===== config.mk =====
export PLATFORM = sky130hd
export DESIGN_NAME = alu_share_ctrl
export DESIGN_NICKNAME = d
export VERILOG_FILES = /design/src/rtl/alu_share_ctrl.sv
export SDC_FILE = /design/constraint.sdc
export NUM_CORES = 1
export LEC_CHECK = 0
export ABC_CLOCK_PERIOD_IN_PS = 3100
export CORE_ASPECT_RATIO = 1.5
export CORE_MARGIN = 4
export CORE_UTILIZATION = 44
export CTS_CLUSTER_SIZE = 28
export DETAILED_ROUTE_END_ITERATION = 16
export PLACE_DENSITY = 0.94
export SYNTH_ARGS = -nofsm -noshare
export SYNTH_HDL_FRONTEND = slang
export SYNTH_SLANG_ARGS = --single-unit

===== constraint.sdc =====
create_clock -name clock -period 3.1 [get_ports clock]
set_input_delay 0.62 -clock clock [delete_from_list [all_inputs] [get_ports clock]]
set_output_delay 0.62 -clock clock [all_outputs]
set_load 0.05 [all_outputs]

===== src/rtl/alu_share_ctrl.sv =====
// Shares one combinational ALU between two requesters. A round-robin arbiter
// picks the owner, and a three-state FSM (IDLE, EXEC, DONE) runs one op per grant.
module alu_share_ctrl (
    input  logic       clock,
    input  logic       reset,
    input  logic [1:0] req,
    input  logic [3:0] a0,
    input  logic [3:0] b0,
    input  logic [2:0] op0,
    input  logic [3:0] a1,
    input  logic [3:0] b1,
    input  logic [2:0] op1,
    output logic [3:0] alu_a,
    output logic [3:0] alu_b,
    output logic [2:0] alu_op,
    input  logic [7:0] alu_result,
    output logic [1:0] grant,
    output logic [1:0] ack,
    output logic [7:0] result,
    output logic       err,
    output logic       busy
);
    typedef enum logic [1:0] {IDLE, EXEC, DONE} state_t;

    localparam logic [2:0] OP_ACC = 3'd6;
    localparam logic [2:0] OP_RSV = 3'd7;
    localparam logic [2:0] OP_ADD = 3'd1;

    state_t     state_reg;
    logic       last_reg;
    logic       id_reg;
    logic       err_pend_reg;
    logic [3:0] alu_a_reg;
    logic [3:0] alu_b_reg;
    logic [2:0] alu_op_reg;
    logic [1:0] grant_reg;
    logic [1:0] ack_reg;
    logic [7:0] result_reg;
    logic       err_reg;
    logic       busy_reg;

    logic [3:0] req_a  [2];
    logic [3:0] req_b  [2];
    logic [2:0] req_op [2];

    assign req_a[0]  = a0;
    assign req_b[0]  = b0;
    assign req_op[0] = op0;
    assign req_a[1]  = a1;
    assign req_b[1]  = b1;
    assign req_op[1] = op1;

    // A lone requester wins outright; on a tie the one not served last wins.
    logic       winner;
    logic [1:0] winner_onehot;
    always_comb begin
        winner = 1'b0;
        if (req == 2'b10)
            winner = 1'b1;
        else if (req == 2'b11)
            winner = ~last_reg;
    end

    for (genvar gi = 0; gi < 2; gi++) begin : g_onehot
        assign winner_onehot[gi] = (winner == 1'(gi));
    end

    always_ff @(posedge clock) begin
        if (reset) begin
            state_reg    <= IDLE;
            last_reg     <= 1'b1;
            id_reg       <= 1'b0;
            err_pend_reg <= 1'b0;
            alu_a_reg    <= '0;
            alu_b_reg    <= '0;
            alu_op_reg   <= '0;
            grant_reg    <= '0;
            ack_reg      <= '0;
            result_reg   <= '0;
            err_reg      <= 1'b0;
            busy_reg     <= 1'b0;
        end else begin
            case (state_reg)
                IDLE: begin
                    ack_reg <= '0;
                    err_reg <= 1'b0;
                    if (|req) begin
                        id_reg       <= winner;
                        grant_reg    <= winner_onehot;
                        busy_reg     <= 1'b1;
                        err_pend_reg <= (req_op[winner] == OP_RSV);
                        alu_a_reg    <= req_a[winner];
                        // Accumulate reuses the adder with the low nibble of the last result.
                        if (req_op[winner] == OP_ACC) begin
                            alu_op_reg <= OP_ADD;
                            alu_b_reg  <= result_reg[3:0];
                        end else begin
                            alu_op_reg <= req_op[winner];
                            alu_b_reg  <= req_b[winner];
                        end
                        state_reg <= EXEC;
                    end
                end
                EXEC: begin
                    result_reg <= alu_result;
                    alu_a_reg  <= '0;
                    alu_b_reg  <= '0;
                    alu_op_reg <= '0;
                    ack_reg    <= grant_reg;
                    err_reg    <= err_pend_reg;
                    state_reg  <= DONE;
                end
                DONE: begin
                    ack_reg   <= '0;
                    err_reg   <= 1'b0;
                    grant_reg <= '0;
                    busy_reg  <= 1'b0;
                    last_reg  <= id_reg;
                    state_reg <= IDLE;
                end
                default: state_reg <= IDLE;
            endcase
        end
    end

    assign alu_a  = alu_a_reg;
    assign alu_b  = alu_b_reg;
    assign alu_op = alu_op_reg;
    assign grant  = grant_reg;
    assign ack    = ack_reg;
    assign result = result_reg;
    assign err    = err_reg;
    assign busy   = busy_reg;
endmodule


==> impl_metrics.ini <==
[outcome]
status = finished, final reports clean

[clock_network]
ctsHoldBuffers = 0
clock_path_buffers = 2
cts_buffers = 5
ctsResizeCount = 0
clk_pin_slew_ns = 0.06
clk_latency_ns = 0.27
ctsRootBufferMaster = clkbuf_8
h-tree-depth = 2
cts_sinks = 30
cts_setup_buffers = 0
cts_tree = built

[routing]
postRouteAntennaNets = 0
dr.pass1.iters = 4
dr_total_vias = 1188
viasPerCell = 5.26
drt-initial-drc-count = 23
routed_wl_um = 3630
drc = 0
wl_per_cell_um = 16.0

[finish]
nNetsFinal = 224
fillers = 218
multi_input_area_sq_um = 633
regArea_sq_um = 601
drive_gt1_frac = 0.101
final_cells = 226
area_growth_pct = 50.3
diodes = 0
largest_register_ffs = 8

[setup_path]
path_max_fanout = 15
endpoint_kind = register
cp-start-kind = input port
arrival_ns = 2.38
critPathKind = in2reg
required_ns = 3.25

[die]
die_h_um = 74.6
coreArea_sq_um = 2760
std_cell_rows = 23
dieArea_sq_um = 3910
start_util = 0.471
ioPinCount = 59
dieWidth_um = 52.4

[pwr]
p_int_uw = 701
p_sw_uw = 299
max-vdd-ir-drop_mv = 0.336
leakage_uw = 0.000761
switching_share = 0.299
powerDensity_nw_per_um2 = 511
combPwrFrac = 0.268
pwr-share-seq = 0.432
power_frac_clock = 0.300

[global_routing]
grt_usage = 0.200
overflow = 0
antenna_found_initial = 0
grt_max_degree = 19
grt_pass1_vias = 1224
grt_pass1_wl_um = 5660

[placed_design]
placedCellCount = 220
port_buffers = 58
hpwl_um = 2820
gp_congestion = 0.770

[synthesis]
syn_area_sq_um = 1300
yosysSeqAreaShare = 0.461
ys.warnings.count = 0
synth_cell_type_count = 30
avgSynthCellArea_sq_um = 9.79
ys_ff_latch = 30
netlist_instances = 133
syn_nets = 167

[sta]
finalHoldViolations = 0
max_freq_ghz = 0.448
rsz0062_at_grt = no
fin_crit_ns = 2.23
slew_headroom = 0.639
finalSetupViolCount = 0
min_period_over_period = 0.720
hold_ws_ns = 0.454
fin_skew_ns = 0.00490
setup_tns_ns = 0
worst_pin_slew_ns = 0.540
report.final.slew_viol_count = 0

[min_path]
hold_path_class = reg2reg

[job]
cap_violations = 0
[Yosys cell counts (all sizes together)]
library cell | count | share of area
a21oi | 12 | 0.046
nand3b | 2 | 0.012
inv | 2 | 0.0058
a21o | 1 | 0.0058
mux2 | 7 | 0.063
nand3 | 1 | 0.0038
or4 | 1 | 0.0086
dfxtp | 30 | 0.46
o2bb2ai | 5 | 0.034
nand2b | 3 | 0.014
nand2 | 22 | 0.063
and2 | 1 | 0.0048
and2b | 1 | 0.0058
nor3 | 1 | 0.0038
clkbuf | 4 | 0.012
nor2 | 11 | 0.039
buf | 5 | 0.036
a2bb2oi | 3 | 0.020
mux2i | 15 | 0.12
a21boi | 1 | 0.014
or2 | 1 | 0.0048
a22o | 1 | 0.0067
or3 | 1 | 0.0048
a32o | 2 | 0.015
[metal layers]
| layer | share of wire | global-route usage |
|---|---|---|
| met1 | 0.36 | 0.203 |
| met2 | 0.57 | 0.359 |
| met3 | 0.040 | 0.0594 |
| met4 | 0.030 | 0.105 |
| met5 | 0 | 0 |
[layout by cell type (no fill, tap or decap), drive strengths merged]
| master | synthesis | routed |
|---|---|---|
| mux2i | 15 | 15 |
| a21o | 1 | 1 |
| inv | 2 | 2 |
| or4 | 1 | 1 |
| nand2 | 22 | 22 |
| a32o | 2 | 2 |
| clkbuf | 4 | 6 |
| or3 | 1 | 1 |
| nor3 | 1 | 1 |
| buf | 5 | 1 |
| a2bb2oi | 3 | 3 |
| or2 | 1 | 1 |
| and2b | 1 | 1 |
| dfxtp | 30 | 30 |
| nand3b | 2 | 2 |
| a21oi | 12 | 12 |
| and2 | 1 | 1 |
| clkdlybuf4s50 | 0 | 58 |
| a21boi | 1 | 1 |
| nor2 | 11 | 11 |
| o2bb2ai | 5 | 5 |
| nand3 | 1 | 1 |
| mux2 | 7 | 7 |
| nand2b | 3 | 3 |
| a22o | 1 | 1 |
[per-stage QoR]
stage | setup slack (ns) | instance area [sq um] | power (uW) | utilization
global placement | 0.648 | 1880 | 699 | 0.679
global route | 0.719 | 1960 | 1040 | 0.709
floorplan | 1.41 | 1300 | 608 | -
detailed placement | 0.592 | 1880 | 708 | 0.679
finish | 0.869 | 1960 | 1000 | 0.709
CTS | 0.867 | 1960 | 1010 | 0.709
[power groups by stage]
stage / Clock [uW] / Sequential [uW] / Combinational (uW)
floorplan: 0 / 513 / 95.0
global placement: 0 / 439 / 260
detailed placement: 0 / 441 / 268
CTS: 304 / 433 / 270
global route: 318 / 436 / 282
finish: 300 / 433 / 268
[critical path, cell delays in order]
cell	delay [ns]
clkdlybuf4s50_1	0.50
a21boi_4	0.50
mux2_2	0.48
mux2i_1	0.19
o2bb2ai_1	0.10
[path summary, 6_finish.rpt]
path	from	to	slack, ns	cells past startpoint
min	id_reg$_SDFFE_PP0P_	id_reg$_SDFFE_PP0P_	0.45	2
max reg2reg	last_reg$_SDFFE_PP1P_	alu_b[3]$_SDFFE_PP0P_	1.41	4
max	req[1]	alu_b[3]$_SDFFE_PP0P_	0.87	5
min reg2reg	id_reg$_SDFFE_PP0P_	id_reg$_SDFFE_PP0P_	0.45	2
[cell type report]
class,instances,area share
clock buffer,6,0.0422
inverter,2,0.00383
multi-input combinational,92,0.323
sequential,30,0.307
tap,37,0.0236
timing repair buffer,59,0.300
[cell families (layout without fill, tap and decap cells)]
kind of cell | after synthesis | in the layout | synth area share
muxes | 22 | 22 | 0.179
and+or+nand+nor | 45 | 45 | 0.165
DFF | 30 | 30 | 0.461
AOI/OAI and AO/OA | 25 | 25 | 0.142
buffers and inverters | 11 | 67 | 0.0528
(Power assumes the default switching activity.)
